===== src/rtl/delay_meter_pkg.sv =====
// Shared types and helpers for the delay_meter block.
// Holds the FSM state encoding and a "more than one bit set" test used on the match mask.
package delay_meter_pkg;

   typedef enum logic [1:0] {
      IDLE,
      FILL,
      MEASURE,
      DONE
   } dm_state_t;

   // Widest mask the helper accepts; callers zero-extend to this width.
   localparam int POP_W = 256;

   // Clearing the lowest set bit leaves a nonzero value only if a second bit was set.
   function automatic logic popcount_gt1(input logic [POP_W-1:0] v);
      return (v & (v - POP_W'(1))) != '0;
   endfunction

endpackage


===== src/rtl/first_set_encoder.sv =====
// Combinational lowest-set-bit encoder with an any-bit-set flag.
// The index is 0 when no bit is set.
module first_set_encoder #(
   parameter int N = 16,
   localparam int IW = (N > 1) ? $clog2(N) : 1
) (
   input  logic [N-1:0]  vec,
   output logic [IW-1:0] idx,
   output logic          any
);

   // Scan from the top so the lowest set bit is the last one written.
   always_comb begin
      idx = '0;
      any = |vec;
      for (int i = N - 1; i >= 0; i--) begin
         if (vec[i]) idx = IW'(i);
      end
   end

endmodule


===== src/rtl/delay_meter.sv =====
// Measures the cycle latency between a reference stream and its delayed copy by
// AND-ing per-candidate match bits over a fixed window of enabled cycles.
module delay_meter
   import delay_meter_pkg::*;
#(
   parameter int WIDTH     = 4,
   parameter int MAX_DELAY = 16,
   parameter int WINDOW    = 64,
   localparam int DW       = $clog2(MAX_DELAY)
) (
   input  logic             clk,
   input  logic             rst,
   input  logic             ena,
   input  logic [WIDTH-1:0] ref_in,
   input  logic [WIDTH-1:0] dly_in,
   input  logic             start,
   output logic             busy,
   output logic             done,
   output logic             locked,
   output logic             ambiguous,
   output logic [DW-1:0]    delay
);

   localparam int CNT_MAX = (MAX_DELAY > WINDOW) ? MAX_DELAY : WINDOW;
   localparam int CW      = $clog2(CNT_MAX + 1);

   dm_state_t            state_q, state_d;
   logic [CW-1:0]        cnt_q, cnt_d;
   logic [MAX_DELAY-1:0] mask_q, mask_d;
   logic [MAX_DELAY-1:0] match;
   logic [MAX_DELAY-1:0] mask_next;
   logic [WIDTH-1:0]     hist_q [MAX_DELAY-1];
   logic [WIDTH-1:0]     hist_d [MAX_DELAY-1];
   logic                 locked_q, locked_d;
   logic                 ambiguous_q, ambiguous_d;
   logic [DW-1:0]        delay_q, delay_d;
   logic [DW-1:0]        enc_idx;
   logic                 enc_any;

   // The history keeps shifting in every state so it is already primed when a measurement starts.
   always_comb begin
      hist_d = hist_q;
      if (ena) begin
         hist_d[0] = ref_in;
         for (int i = 1; i < MAX_DELAY - 1; i++) begin
            hist_d[i] = hist_q[i-1];
         end
      end
   end

   always_comb begin
      match    = '0;
      match[0] = (dly_in == ref_in);
      for (int k = 1; k < MAX_DELAY; k++) begin
         match[k] = (dly_in == hist_q[k-1]);
      end
   end

   assign mask_next = mask_q & match;

   // Encoding the post-AND mask lets results land on the same edge that enters DONE.
   first_set_encoder #(
      .N (MAX_DELAY)
   ) u_enc (
      .vec (mask_next),
      .idx (enc_idx),
      .any (enc_any)
   );

   always_comb begin
      state_d     = state_q;
      cnt_d       = cnt_q;
      mask_d      = mask_q;
      locked_d    = locked_q;
      ambiguous_d = ambiguous_q;
      delay_d     = delay_q;
      unique case (state_q)
         IDLE: begin
            if (ena && start) begin
               state_d = FILL;
               cnt_d   = '0;
            end
         end
         FILL: begin
            if (ena) begin
               if (cnt_q == CW'(MAX_DELAY - 1)) begin
                  state_d = MEASURE;
                  cnt_d   = '0;
                  mask_d  = '1;
               end else begin
                  cnt_d = cnt_q + CW'(1);
               end
            end
         end
         MEASURE: begin
            if (ena) begin
               mask_d = mask_next;
               if (cnt_q == CW'(WINDOW - 1)) begin
                  state_d     = DONE;
                  locked_d    = enc_any;
                  ambiguous_d = popcount_gt1(POP_W'(mask_next));
                  delay_d     = enc_idx;
               end else begin
                  cnt_d = cnt_q + CW'(1);
               end
            end
         end
         DONE: begin
            state_d = IDLE;
         end
         default: begin
            state_d = IDLE;
         end
      endcase
   end

   always_ff @(posedge clk) begin
      if (rst) begin
         state_q     <= IDLE;
         cnt_q       <= '0;
         mask_q      <= '0;
         locked_q    <= 1'b0;
         ambiguous_q <= 1'b0;
         delay_q     <= '0;
         for (int i = 0; i < MAX_DELAY - 1; i++) begin
            hist_q[i] <= '0;
         end
      end else begin
         state_q     <= state_d;
         cnt_q       <= cnt_d;
         mask_q      <= mask_d;
         locked_q    <= locked_d;
         ambiguous_q <= ambiguous_d;
         delay_q     <= delay_d;
         for (int i = 0; i < MAX_DELAY - 1; i++) begin
            hist_q[i] <= hist_d[i];
         end
      end
   end

   assign busy      = (state_q == FILL) || (state_q == MEASURE);
   assign done      = (state_q == DONE);
   assign locked    = locked_q;
   assign ambiguous = ambiguous_q;
   assign delay     = delay_q;

endmodule


===== config.mk =====
export PLATFORM = sky130hd
export DESIGN_NAME = delay_meter
export DESIGN_NICKNAME = d
export VERILOG_FILES = /design/src/rtl/delay_meter_pkg.sv /design/src/rtl/first_set_encoder.sv /design/src/rtl/delay_meter.sv
export SDC_FILE = /design/constraint.sdc
export NUM_CORES = 1
export LEC_CHECK = 0
export BUFFER_PORTS_ARGS = -buffer_cell sky130_fd_sc_hd__buf_2
export CORE_MARGIN = 5
export CORE_UTILIZATION = 40
export CTS_BUF_LIST = sky130_fd_sc_hd__clkbuf_8 sky130_fd_sc_hd__clkbuf_16
export CTS_CLUSTER_SIZE = 16
export DETAILED_ROUTE_END_ITERATION = 10
export GPL_TIMING_DRIVEN = 0
export MAX_ROUTING_LAYER = met4
export SLEW_MARGIN = 5
export SYNTH_ARGS = -nofsm -noshare
export SYNTH_HDL_FRONTEND = slang
export SYNTH_SLANG_ARGS = --single-unit

===== constraint.sdc =====
create_clock -name clk -period 3 [get_ports clk]
set_clock_uncertainty 0.05 [all_clocks]
set_input_delay 0.3 -clock clk [delete_from_list [all_inputs] [get_ports clk]]
set_output_delay 0.3 -clock clk [all_outputs]
set_load 0.01 [all_outputs]

# Word-level counts from Yosys, hierarchy flattened

Index checks and enable logic that the tools add are counted.

Add/sub/neg operators: 2
Equal/unequal tests: 27
Mux-type cells: 32
Reduce and logical (&&, ||, !) cells: 11
Bitwise gates (word level): 2

Operators by type and width:

| operator                                            | count |
|---|---|
| bitwise AND 16 x 256 -> 256 bit                     | 1 |
| nonzero test 256 bit                                | 1 |
| == test 4 bit                                       | 16 |
| 2-to-1 mux 4 bit                                    | 16 |
| 2-to-1 mux 16 bit                                   | 3 |
| 2-to-1 mux 7 bit                                    | 5 |
| case mux 16 bit (2 select lines)                    | 1 |
| case mux 7 bit (3 select lines)                     | 1 |
| subtractor 16 x 1 -> 17 bit (second input constant) | 1 |
| bitwise AND 16 bit                                  | 1 |
| OR reduction 16 bit                                 | 1 |
| != test 2 bit (second input constant)               | 6 |
| 2-to-1 mux 2 bit                                    | 5 |
| AND reduction 5 bit                                 | 2 |
| case mux 2 bit (4 select lines)                     | 1 |
| adder 7 x 1 -> 7 bit (second input constant)        | 1 |
| == test 7 x 4 -> 1 bit (second input constant)      | 1 |
| == test 7 x 6 -> 1 bit (second input constant)      | 1 |
| == test 2 bit (second input constant)               | 2 |
| AND reduction 4 bit                                 | 1 |
| AND reduction 3 bit                                 | 1 |
| nonzero test 3 bit                                  | 1 |
| == test 2 x 1 -> 1 bit (second input constant)      | 1 |
| zero test 2 bit                                     | 1 |
| 3 further kinds                                     | 3 |

Register bits: 91
Output and inout port bits: 8
Input bits: 12
Word-level logic and storage cells: 95

# Longest topological paths before layout

Gate-level depths: netlist of run 1.

Depth after elaboration: 18
Depth in mapped cells: 10
Gate-level depth less buffers: 9

# Cells and area by module

From an unflattened synthesis of run 1, not the netlist that was laid out.

Cells, all modules: 485
Area total of the unflattened synthesis: 4621.9 um^2

By module, submodules not included:

| module            | seq. area each (um^2) | area each (um^2) | instances | cells an instance |
|---|---|---|---|---|
| delay_meter       | 1821.7                | 4445.5           | 1         | 451 |
| first_set_encoder | 0.0                   | 176.4            | 1         | 34 |

# Worst setup path after synthesis of run 1

No wires, ideal clock.

Path kind: register to register
From: register state_q[0]
To: register cnt_q[5]
Buffers on the path: 1
Setup slack: 0.912 ns
Stages on the path, launching flop included: 11
Arrival: 1.920 ns
Library setup time: 0.118 ns
Clock period less this slack: 2.088 ns
Required time: 2.832 ns
Cell sequence: dfxtp_1 inv_1 ha_1 clkbuf_1 nor3_1 a21oi_1 a211oi_2 and4_1 nand3_1 xor2_1 nor2_1

Longest elaborated chain between the ends: 3

RTL lines:

| what                                                                 | RTL line           | text |
|---|---|---|
| from (decl)                                                          | delay_meter.sv:27  | `dm_state_t state_q, state_d;` |
| from (signal assigned)                                               | delay_meter.sv:129 | `state_q <= state_d;` |
| == test 2 bit, or another cell as far along                          | delay_meter.sv:77  | `unique case (state_q)` |
| != test 2 bit (no source line) or nonzero test 3 bit (tied branches) | n/a                |  |
| AND reduction 5 bit (no source line)                                 | n/a                |  |
| to (signal assigned)                                                 | delay_meter.sv:130 | `cnt_q <= cnt_d;` |
| to (decl)                                                            | delay_meter.sv:28  | `logic [CW-1:0] cnt_q, cnt_d;` |

Parallel ways exist; a longest one is shown, timed or not.
A chain may end at the register's enable or synchronous reset.

# Final worst setup path of run 1

From: register cnt_q[0]
To: register mask_q[10]

Longest elaborated chain between the ends: 3

RTL lines:

| what                                 | RTL line           | text |
|---|---|---|
| == test 7 x 4 -> 1 bit               | delay_meter.sv:86  | `if (cnt_q == CW'(MAX_DELAY - 1)) begin` |
| != test 2 bit (no source line)       | n/a                |  |
| AND reduction 4 bit (no source line) | n/a                |  |
| to (signal assigned)                 | delay_meter.sv:131 | `mask_q <= mask_d;` |
| to (decl)                            | delay_meter.sv:29  | `logic [MAX_DELAY-1:0] mask_q, mask_d;` |

Every way passes these cells.

==> results of run 1 <==
-- worst paths after layout --
check | startpoint | endpoint | slack, ns | depth (start not counted)
worst max-delay path | cnt_q[0] | mask_q[10] | 0.34 | 8
worst min register to register | delay[2] | delay[2] | 0.42 | 2
worst min-delay path | ref_in[2] | hist_q[58] | 0.17 | 3
worst max register to register | cnt_q[0] | mask_q[10] | 0.34 | 8
-- per-layer routing --
metal  GRT usage  wire [um]  up-vias
met5           -          0        -
met4      0.0703        177        0
met3      0.0337        336       13
met2       0.255       4540       51
met1       0.213       4890     1572
li1            -          -     1704
-- stage by stage --
step	power [mW]	std cells	hold slack, ns	setup slack (ns)
finish	3.11	655	0.171	0.338
global route	3.28	655	0.189	0.0368
CTS	3.13	655	0.162	0.346
detailed placement	2.02	641	0.403	0.359
global placement	2.00	641	0.399	0.395
floorplan	1.88	484	0.398	0.912
-- layout by cell type (no fill, tap or decap), types with 2 or more instances in the layout --
| cell type | synthesis | layout |
|---|---|---|
| sky130_fd_sc_hd__a211oi_1 | 2 | 2 |
| sky130_fd_sc_hd__a21oi_1 | 8 | 8 |
| sky130_fd_sc_hd__a31oi_1 | 2 | 2 |
| sky130_fd_sc_hd__and3_1 | 3 | 3 |
| sky130_fd_sc_hd__buf_1 | 2 | 2 |
| sky130_fd_sc_hd__buf_2 | 1 | 15 |
| sky130_fd_sc_hd__buf_6 | 6 | 6 |
| sky130_fd_sc_hd__clkbuf_1 | 19 | 19 |
| sky130_fd_sc_hd__clkbuf_16 | 0 | 9 |
| sky130_fd_sc_hd__clkinv_2 | 0 | 2 |
| sky130_fd_sc_hd__dfxtp_1 | 91 | 91 |
| sky130_fd_sc_hd__ha_1 | 6 | 6 |
| sky130_fd_sc_hd__inv_1 | 5 | 6 |
| sky130_fd_sc_hd__maj3_1 | 3 | 3 |
| sky130_fd_sc_hd__mux2i_1 | 62 | 62 |
| sky130_fd_sc_hd__nand2_1 | 21 | 21 |
| sky130_fd_sc_hd__nand2b_1 | 4 | 4 |
| sky130_fd_sc_hd__nand3_1 | 11 | 11 |
| sky130_fd_sc_hd__nor2_1 | 96 | 96 |
| sky130_fd_sc_hd__nor3_1 | 10 | 10 |
| sky130_fd_sc_hd__nor4_1 | 6 | 6 |
| sky130_fd_sc_hd__nor4_2 | 7 | 7 |
| sky130_fd_sc_hd__nor4_4 | 6 | 6 |
| sky130_fd_sc_hd__o21ai_0 | 8 | 8 |
| sky130_fd_sc_hd__o22ai_1 | 16 | 16 |
| sky130_fd_sc_hd__xnor2_1 | 19 | 19 |
| sky130_fd_sc_hd__xor2_1 | 49 | 49 |
-- power by group through the flow --
stage / sequential [mW] / clock, mW / combinational [mW]
final: 1.37 / 1.11 / 0.626
after global routing: 1.38 / 1.18 / 0.708
after CTS: 1.37 / 1.13 / 0.628
after detailed placement: 1.40 / 0 / 0.626
after global placement: 1.39 / 0 / 0.611
after floorplan: 1.38 / 0 / 0.500
-- cell type report --
cell class / count / area share
clock inverters: 4 / 0.00863
repair buffers: 14 / 0.0138
clock buffers: 10 / 0.0471
well taps: 143 / 0.0353
inverters: 6 / 0.00444
multi-input cells: 358 / 0.500
plain buffers: 29 / 0.0313
flip-flops and latches: 91 / 0.359
-- kinds of logic (layout without fill, tap and decap cells) --
logic type | Yosys count | in the layout
AOI/OAI and AO/OA | 48 | 48
adders and majority gates | 9 | 9
muxes | 62 | 62
DFF | 91 | 91
xor gates and xnor gates | 69 | 69
buffers and inverters | 35 | 63
and+or+nand+nor | 170 | 170
-- registers in the layout (all words and copies together) (netlist names) --
| signal | count |
|---|---|
| ambiguous | 1 |
| cnt_q | 7 |
| delay | 4 |
| hist_q | 60 |
| locked | 1 |
| mask_q | 16 |
| state_q | 2 |
-- worst register-to-register path, stage by stage (launching register included) --
cell and delay (ns):
sky130_fd_sc_hd__dfxtp_1 0.37, sky130_fd_sc_hd__ha_1 0.20, sky130_fd_sc_hd__nand3_1 0.13, sky130_fd_sc_hd__o41ai_1 0.49
sky130_fd_sc_hd__inv_1 0.12, sky130_fd_sc_hd__nor2_1 0.49, sky130_fd_sc_hd__clkbuf_1 0.49, sky130_fd_sc_hd__o22ai_1 0.14
sky130_fd_sc_hd__nor2_1 0.12
==> implementation parameters, run 1 <==
Parameter                              Value

Status
  Result of the run ... complete, no violations

Detailed routing
  Detail-routed via count per cell ... 5.10
  Avg WL per Cell ... 15.2 um
  Routed vias ... 3,340
  First-iteration detailed-routing DRC count ... approximately 170
  Sum of routed wire length over all layers ... 9940 um
  Remaining antenna violation count after routing ... 0
  Number of remaining DRC errors ... 0
  Drt pass-1 iters ... 4

Setup path
  Slowest cell on the critical path ... sky130_fd_sc_hd__o41ai_1
  Critical path launch point type ... flip-flop
  Data arrival time of the worst path ... 2.89 ns
  Critical path buffer and inverter count ... 2
  Peak per-stage delay on the critical path ... 0.49 ns
  Critical path fanouts, max ... 10
  Critical-path cell list ... ha_1 -> nand3_1 -> o41ai_1 -> inv_1 -> nor2_1 -> clkbuf_1 -> o22ai_1 -> nor2_1
  Most used cell along the critical path ... sky130_fd_sc_hd__nor2_1
  Critical Path Sink Type ... flip-flop
  Data required, critical path ... 3.23 ns
  Cell class contributing the biggest share of worst-path delay ... simple AND/OR/NAND/NOR gates
  Worst setup path category ... flip-flop to flip-flop

CTS
  Clock tree from TritonCTS ... yes
  Clk root buf ... sky130_fd_sc_hd__clkbuf_16
  Post-CTS Repair Setup Buffers ... 0
  Number of gates given a new drive strength after cts ... 0
  CTS Sinks ... 91
  Insertion delay of the later-clocked pin in the worst-skew pair ... between 0.3 and 0.4 ns
  Number of buffers on the longest clock path ... 2
  CTS HTree Levels ... 3
  Num CTS Buffers ... 9
  Clk slew on worst S/H paths ... around 0.060 ns
  Hold buffer count at CTS ... 0

Synthesis
  Synthesized netlist net count ... 502
  Fraction of registers with async set or reset after synthesis ... 0
  Top cells by area, synth ... sky130_fd_sc_hd__dfxtp_1 (40%), sky130_fd_sc_hd__mux2i_1 (14%), sky130_fd_sc_hd__xor2_1 (9.4%), sky130_fd_sc_hd__nor2_1 (7.9%), sky130_fd_sc_hd__xnor2_1 (3.7%)
  Simple logic cell fraction of the synthesized area ... 0.195
  Fraction of synthesized cell area in xor and xnor cells ... 0.135
  Most frequent cells after synthesis ... sky130_fd_sc_hd__nor2_1 (96), sky130_fd_sc_hd__dfxtp_1 (91), sky130_fd_sc_hd__mux2i_1 (62)
  Synth Area in Adders ... 0.0231
  Flip-flop and latch count after synthesis ... 91
  Leading register cell type out of synthesis ... sky130_fd_sc_hd__dfxtp_1
  Dominant combinational cell family by area after synthesis ... simple AND/OR/NAND/NOR gates
  Share of the synthesized area in the top cell type ... 0.401
  Fraction of synthesized area in multiplexers ... 0.137
  Syn Area/Cell ... 9.38 um^2
  Synthesized instance count ... 484
  Cell taking the most area after synthesis ... sky130_fd_sc_hd__dfxtp_1
  Post-synth EDFFs ... 0
  Post-synth cell types ... 46
  YS warnings ... 0
  Sequential share of the synthesized area ... 0.401
  Cell Area, Synth ... 4540 um^2
  Most frequently used cell type in the post-synthesis netlist ... sky130_fd_sc_hd__nor2_1
  Complex-gate fraction of the synthesized area ... 0.0691

Global route
  Vias in the first global route ... 3,384
  Global-route wire length before repair ... roughly 17,000 um
  Remaining global-route overflow ... 0
  Pin count of the biggest net entering global routing ... 14
  All-Layer GR Usage ... 0.166
  Number of antenna violations at the first check in global routing ... 0

Pwr
  Share of total power in combinational logic ... 0.201
  Internal power consumption ... 2.21 mW
  Switching power summed over all nets ... 0.896 mW
  Pwr/cell area ... 613 nW/um^2
  Clk network pwr share ... 0.357
  LEAKAGE ... 2.12 nW
  Sequential cell fraction of total power ... 0.441
  Fraction of power spent switching nets ... 0.288
  Worst ir drop on vdd ... 0.000257 V

STA
  Post-Route Setup TNS ... 0 ns
  Period minus WS final ... between 2 and 3 ns
  Number of hold violations in the final report ... 0
  Final Setup Violations ... 0
  Peak Freq ... 0.376 GHz
  Slew at the pin closest to its max-slew limit ... approximately 0.82 ns
  Final Max Tran Viols ... 0
  Max-Slew Margin vs Limit ... 0.450
  RSZ-0062 raised after global routing ... false
  Part of the cycle the worst path needs ... 0.887

Floorplan
  Number of placed I/O pins ... 20
  Die height ... ~120 um
  Effective utilization at floorplan ... 0.403
  Die area ... 13,600 um^2
  Die width ... 117 um
  Site Rows ... 39
  Core Footprint ... 11,300 um^2

Layout
  Multi-input logic area ... 2540 um^2
  Area Growth Syn to Fin ... 11.7%
  Filler cell count ... 1,100
  Storage cell area ... 1820 um^2
  Number of nets in the layout ... around 530
  Ratio of cells with drive above 1 in the final layout ... 0.104
  Post-layout utilization of the core ... 0.450
  Antenna diode instance count ... 0
  Post-route standard cell area excluding fillers ... 5070 um^2

Place
  Standard cell area after detailed placement ... 4790 um^2
  HPWL after DPL ... 7210 um
  Weighted congestion reported at the end of routability-driven placement ... between 0.8 and 0.9
  Count of buffers inserted at the top-level ports ... 14

Worst hold path
  Worst Hold Class ... input port to flip-flop

Job
  Max Cap Violations ... 0
No activity file was read; power rests on OpenSTA's default activity.
==> run 2: changes to the inputs <==
--- a/config.mk
+++ b/config.mk
@@ -6,6 +6,7 @@
 export NUM_CORES = 1
 export LEC_CHECK = 0
 export BUFFER_PORTS_ARGS = -buffer_cell sky130_fd_sc_hd__buf_2
+export CORE_ASPECT_RATIO = 0.7
 export CORE_MARGIN = 5
 export CORE_UTILIZATION = 40
 export CTS_BUF_LIST = sky130_fd_sc_hd__clkbuf_8 sky130_fd_sc_hd__clkbuf_16
==> implementation parameters, run 2 (synthesis gave the netlist of run 1 again) <==
Parameter                              Value

Status
  Result of the run ... complete, no violations

Setup path
  Slowest cell on the critical path ... sky130_fd_sc_hd__o41ai_1
  Most used cell along the critical path ... sky130_fd_sc_hd__nor2_1
  Critical-path cell list ... ha_1 -> nand3_1 -> o41ai_1 -> inv_1 -> nor2_1 -> clkbuf_1 -> o22ai_1 -> nor2_1
  Peak per-stage delay on the critical path ... 0.51 ns
  Critical path launch point type ... flip-flop
  Worst setup path category ... flip-flop to flip-flop
  Critical path fanouts, max ... 10
  Data required, critical path ... 3.22 ns
  Critical Path Sink Type ... flip-flop
  Critical path buffer and inverter count ... 2
  Cell class contributing the biggest share of worst-path delay ... simple AND/OR/NAND/NOR gates
  Data arrival time of the worst path ... 2.93 ns

STA
  Post-Route Setup TNS ... 0 ns
  Final Max Tran Viols ... 0
  Peak Freq ... 0.369 GHz
  Final Setup Violations ... 0
  Part of the cycle the worst path needs ... 0.903
  Number of hold violations in the final report ... 0
  Max-Slew Margin vs Limit ... 0.492
  Period minus WS final ... approximately 2.7 ns
  Slew at the pin closest to its max-slew limit ... 0.763 ns
  Minimum hold slack ... 0.178 ns
  RSZ-0062 raised after global routing ... false

Layout
  Leading cell types in the layout, fill and taps excluded ... sky130_fd_sc_hd__nor2_1 (96), sky130_fd_sc_hd__dfxtp_1 (91), sky130_fd_sc_hd__mux2i_1 (62)
  Post-layout utilization of the core ... 0.462
  Post-layout instance count excluding filler cells ... 667
  Most common library cell in the layout ignoring fill and taps ... sky130_fd_sc_hd__nor2_1
  Number of nets in the layout ... 527
  Number of flip-flops under the largest register name ... 60
  Ratio of cells with drive above 1 in the final layout ... 0.109
  Filler cell count ... 1,088
  Antenna diode instance count ... 0
  Largest registers ... hist_q (60), mask_q (16), cnt_q (7)
  Register bank with the most flops ... hist_q
  Post-route standard cell area excluding fillers ... slightly above 5000 um^2
  Area Growth Syn to Fin ... 12.4%

Detailed routing
  Number of remaining DRC errors ... 0
  Remaining antenna violation count after routing ... 0
  Drt pass-1 iters ... 4
  Avg WL per Cell ... 15.4 um
  Detail-routed via count per cell ... between 5 and 6
  Sum of routed wire length over all layers ... between 10,000 and 15,000 um
  Routed vias ... 3,366
  First-iteration detailed-routing DRC count ... 166

Global route
  Remaining global-route overflow ... 0
  All-Layer GR Usage ... 0.164
  Pin count of the biggest net entering global routing ... 16
  Global-route wire length before repair ... approximately 17,000 um
  Number of antenna violations at the first check in global routing ... 0
  Vias in the first global route ... 3,245

CTS
  CTS HTree Levels ... 3
  Hold buffer count at CTS ... 0
  Insertion delay of the later-clocked pin in the worst-skew pair ... ~0.34 ns
  Clock tree from TritonCTS ... yes
  Clk root buf ... sky130_fd_sc_hd__clkbuf_16
  Number of gates given a new drive strength after cts ... 0
  CTS Sinks ... 91
  Number of buffers on the longest clock path ... 2
  Clk slew on worst S/H paths ... 0.06 ns
  Num CTS Buffers ... 9
  Post-CTS Repair Setup Buffers ... 0

Job
  Max Cap Violations ... 0

Floorplan
  Die width ... 137 um
  Number of placed I/O pins ... 20
  Die area ... around 14,000 um^2
  Site Rows ... 32
  Die height ... slightly below 100 um
  Effective utilization at floorplan ... 0.411
  Core Footprint ... 11,100 um^2

Place
  Count of buffers inserted at the top-level ports ... 14
  HPWL after DPL ... 7610 um
  Number of cells in the design after placement ... 651
  Weighted congestion reported at the end of routability-driven placement ... 0.839
  Standard cell area after detailed placement ... 4800 um^2

Pwr
  Pwr/cell area ... 617 nW/um^2
  Worst ir drop on vdd ... roughly 0.00034 V
  LEAKAGE ... between 2 and 2.5 nW

Worst hold path
  Worst Hold Class ... input port to flip-flop
run 2: path summary, 6_finish.rpt:
path / from / endpoint / depth (start not counted) / slack [ns]
min: ref_in[2] / hist_q[58] / 3 / 0.18
min reg2reg: delay[3] / delay[3] / 2 / 0.42
max reg2reg: cnt_q[0] / mask_q[0] / 8 / 0.29
max: cnt_q[0] / mask_q[0] / 8 / 0.29
run 2: through the flow:
stage	setup WS, ns	total power, mW
after detailed placement	0.343	2.02
after floorplan	0.912	1.88
after global routing	0.175	3.32
final	0.290	3.15
after global placement	0.409	2.00
after CTS	0.319	3.18
run 2: worst register-to-register path, cell delays in order (launching register included):
cell                       delay (ns)
sky130_fd_sc_hd__dfxtp_1         0.37
sky130_fd_sc_hd__ha_1            0.20
sky130_fd_sc_hd__nand3_1         0.13
sky130_fd_sc_hd__o41ai_1         0.51
sky130_fd_sc_hd__inv_1           0.12
sky130_fd_sc_hd__nor2_1          0.49
sky130_fd_sc_hd__clkbuf_1        0.50
sky130_fd_sc_hd__o22ai_1         0.17
sky130_fd_sc_hd__nor2_1          0.10
run 2: final cells by class:
cell class	count	area, um^2	share of cell area
well taps	153	191	0.0375
repair buffers	14	70.1	0.0137
multi-input cells	358	2540	0.497
clock buffers	10	239	0.0468
plain buffers	29	159	0.0311
inverters	6	22.5	0.00441
flip-flops and latches	91	1820	0.357
clock inverters	6	62.6	0.0123
run 2: power by group:
| part | switching, mW | leakage (nW) | internal [mW] |
|---|---|---|---|
| registers | 0.0654 | 0.736 | 1.31 |
| clock network | 0.476 | 0.153 | 0.670 |
| logic | 0.378 | 1.23 | 0.252 |
| total | 0.920 | 2.12 | 2.23 |
run 2: layer usage:
metal / GRT usage / part of all wire / vias up / wire length [um]
met4: 0.0376 / 0.0041 / 0 / 42
met3: 0.0415 / 0.038 / 5 / 395
met1: 0.241 / 0.55 / 1598 / 5640
met5: - / 0 / - / 0
met2: 0.223 / 0.41 / 52 / 4180
li1: - / - / 1711 / -
==> run 3: changes to the inputs <==
--- a/config.mk
+++ b/config.mk
@@ -9,11 +9,11 @@
 export CORE_ASPECT_RATIO = 0.7
 export CORE_MARGIN = 5
 export CORE_UTILIZATION = 40
-export CTS_BUF_LIST = sky130_fd_sc_hd__clkbuf_8 sky130_fd_sc_hd__clkbuf_16
 export CTS_CLUSTER_SIZE = 16
 export DETAILED_ROUTE_END_ITERATION = 10
 export GPL_TIMING_DRIVEN = 0
 export MAX_ROUTING_LAYER = met4
+export PLACE_DENSITY_LB_ADDON = 0.12
 export SLEW_MARGIN = 5
 export SYNTH_ARGS = -nofsm -noshare
 export SYNTH_HDL_FRONTEND = slang
==> implementation parameters, run 3 (synthesis gave the netlist of run 1 again) <==
Parameter                              Value

Detailed routing
  Remaining antenna violation count after routing ... 0
  Sum of routed wire length over all layers ... 10,500 um
  Drt pass-1 iters ... 4
  Detail-routed via count per cell ... 4.94
  Number of remaining DRC errors ... 0
  Routed vias ... 3,294
  Avg WL per Cell ... 15.8 um
  First-iteration detailed-routing DRC count ... 216

Global route
  All-Layer GR Usage ... 0.170
  Number of antenna violations at the first check in global routing ... 0
  Remaining global-route overflow ... 0
  Vias in the first global route ... 3,291
  Global-route wire length before repair ... 17,500 um
  Pin count of the biggest net entering global routing ... 16

Floorplan
  Die width ... ~140 um
  Site Rows ... 32
  Core Footprint ... 11,100 um^2
  Die area ... 13,600 um^2
  Die height ... 99.2 um
  Number of placed I/O pins ... 20
  Effective utilization at floorplan ... 0.411

Setup path
  Slowest cell on the critical path ... sky130_fd_sc_hd__nor2_1
  Critical path buffer and inverter count ... 2
  Worst setup path category ... flip-flop to flip-flop
  Cell class contributing the biggest share of worst-path delay ... simple AND/OR/NAND/NOR gates
  R2r endpoint ... mask_q[14]
  Reg2reg start ... cnt_q[0]
  Data required, critical path ... 3.23 ns
  Critical path launch point type ... flip-flop
  Critical-path cell list ... ha_1 -> nand3_1 -> o41ai_1 -> inv_1 -> nor2_1 -> clkbuf_2 -> o22ai_1 -> nor2_1
  Cell count along the critical path ... 8
  Critical Path Sink Type ... flip-flop
  Reg-to-reg slack, setup ... 0.41 ns
  Most used cell along the critical path ... sky130_fd_sc_hd__nor2_1
  Critical path fanouts, max ... 10
  Worst-case reg-to-reg path depth ... 8
  Peak per-stage delay on the critical path ... 0.51 ns
  Data arrival time of the worst path ... roughly 2.8 ns

Worst hold path
  Worst Hold Class ... input port to flip-flop
  Cell depth of the worst min-delay path ... 3
  Launch instance of the worst min-delay path ... ref_in[2]
  Worst hold endpoint ... hist_q[58]

Job
  Max Cap Violations ... 0

STA
  Slew at the pin closest to its max-slew limit ... about 0.85 ns
  Number of hold violations in the final report ... 0
  Minimum hold slack ... 0.176 ns
  Part of the cycle the worst path needs ... 0.864
  Final Setup Violations ... 0
  Max-Slew Margin vs Limit ... 0.435
  Period minus WS final ... 2.59 ns
  Final Max Tran Viols ... 0
  RSZ-0062 raised after global routing ... false
  Post-Route Setup TNS ... 0 ns
  Peak Freq ... around 0.39 GHz

Pwr
  Fraction of power spent switching nets ... 0.287
  Total power consumption of the routed design ... 3.25 mW
  Switching power summed over all nets ... 0.932 mW
  Clk network pwr share ... 0.383
  LEAKAGE ... 2.13 nW
  Internal power consumption ... 2.32 mW
  Worst ir drop on vdd ... 0.000278 V
  Sequential cell fraction of total power ... 0.422
  Share of total power in combinational logic ... 0.195
  Pwr/cell area ... between 600 and 700 nW/um^2

CTS
  CTS Sinks ... 91
  Number of buffers on the longest clock path ... 2
  Post-CTS Repair Setup Buffers ... 0
  Hold buffer count at CTS ... 0
  Clk root buf ... sky130_fd_sc_hd__clkbuf_16
  Num CTS Buffers ... 9
  Clock tree from TritonCTS ... yes
  Insertion delay of the later-clocked pin in the worst-skew pair ... around 0.35 ns
  CTS HTree Levels ... 3
  Clk slew on worst S/H paths ... 0.06 ns

Layout
  Ratio of cells with drive above 1 in the final layout ... 0.109
  Number of flip-flops under the largest register name ... 60
  Antenna diode instance count ... 0
  Largest registers ... hist_q (60), mask_q (16), cnt_q (7)
  Register bank with the most flops ... hist_q
  Area Growth Syn to Fin ... 13.0%
  Most common library cell in the layout ignoring fill and taps ... sky130_fd_sc_hd__nor2_1
  Number of nets in the layout ... 527
  Leading cell types in the layout, fill and taps excluded ... sky130_fd_sc_hd__nor2_1 (96), sky130_fd_sc_hd__dfxtp_1 (91), sky130_fd_sc_hd__mux2i_1 (62)
  Post-layout utilization of the core ... 0.464

Status
  Result of the run ... complete, no violations

Place
  Weighted congestion reported at the end of routability-driven placement ... 0.798
  HPWL after DPL ... 7690 um
  Count of buffers inserted at the top-level ports ... 14
[run 3: per-layer routing]
| layer | wire length (um) | share of wire | vias up | track usage |
|---|---|---|---|---|
| met5 | 0 | 0 | - | - |
| met4 | 105 | 0.010 | 0 | 0.0452 |
| met3 | 471 | 0.045 | 9 | 0.0359 |
| met2 | 4270 | 0.41 | 50 | 0.230 |
| met1 | 5670 | 0.54 | 1529 | 0.253 |
| li1 | - | - | 1706 | - |
[run 3: how the worst max path moves through the flow]
stage                           from          to
final                       cnt_q[0]  mask_q[14]
after global routing        cnt_q[0]   mask_q[0]
after CTS                   cnt_q[0]   mask_q[0]
after detailed placement    cnt_q[0]   mask_q[0]
after floorplan           state_q[0]    cnt_q[5]
after global placement      cnt_q[0]   mask_q[0]
[run 3: what timing repair did]
action,4_1_cts,5_1_grt
resized for setup,0,2
hold endpoints to repair,0,0
setup endpoints to repair,0,1
[run 3: cell type report]
type / count / area (um^2)
fill: 1112 / 5920
clock buffer: 11 / 243
timing repair buffer: 14 / 70.1
buffer: 29 / 160
clock inverter: 5 / 85.1
tap: 153 / 191
inverter: 6 / 22.5
sequential: 91 / 1820
multi-input combinational: 358 / 2540
[run 3: per-stage QoR]
step | setup WS (ns) | cells | area (um^2)
6_report | 0.408 | 667 | 5130
5_1_grt | 0.203 | 667 | 5130
4_1_cts | 0.282 | 667 | 5130
3_5_place_dp | 0.298 | 651 | 4800
3_3_place_gp | 0.325 | 651 | 4800
2_1_floorplan | 0.912 | 484 | 4540
[run 3: worst reg2reg max path, stage by stage, from the launching register on]
cell and delay (ns):
sky130_fd_sc_hd__dfxtp_1 0.37, sky130_fd_sc_hd__ha_1 0.20, sky130_fd_sc_hd__nand3_1 0.13, sky130_fd_sc_hd__o41ai_1 0.50
sky130_fd_sc_hd__inv_1 0.12, sky130_fd_sc_hd__nor2_1 0.51, sky130_fd_sc_hd__clkbuf_2 0.41, sky130_fd_sc_hd__o22ai_1 0.12
sky130_fd_sc_hd__nor2_1 0.11
[run 3: power groups by stage]
stage,registers [mW],logic [mW],clock network (mW)
floorplan,1.38,0.500,0
finish,1.37,0.634,1.25
global placement,1.39,0.617,0
detailed placement,1.40,0.634,0
global route,1.38,0.717,1.33
CTS,1.37,0.636,1.27
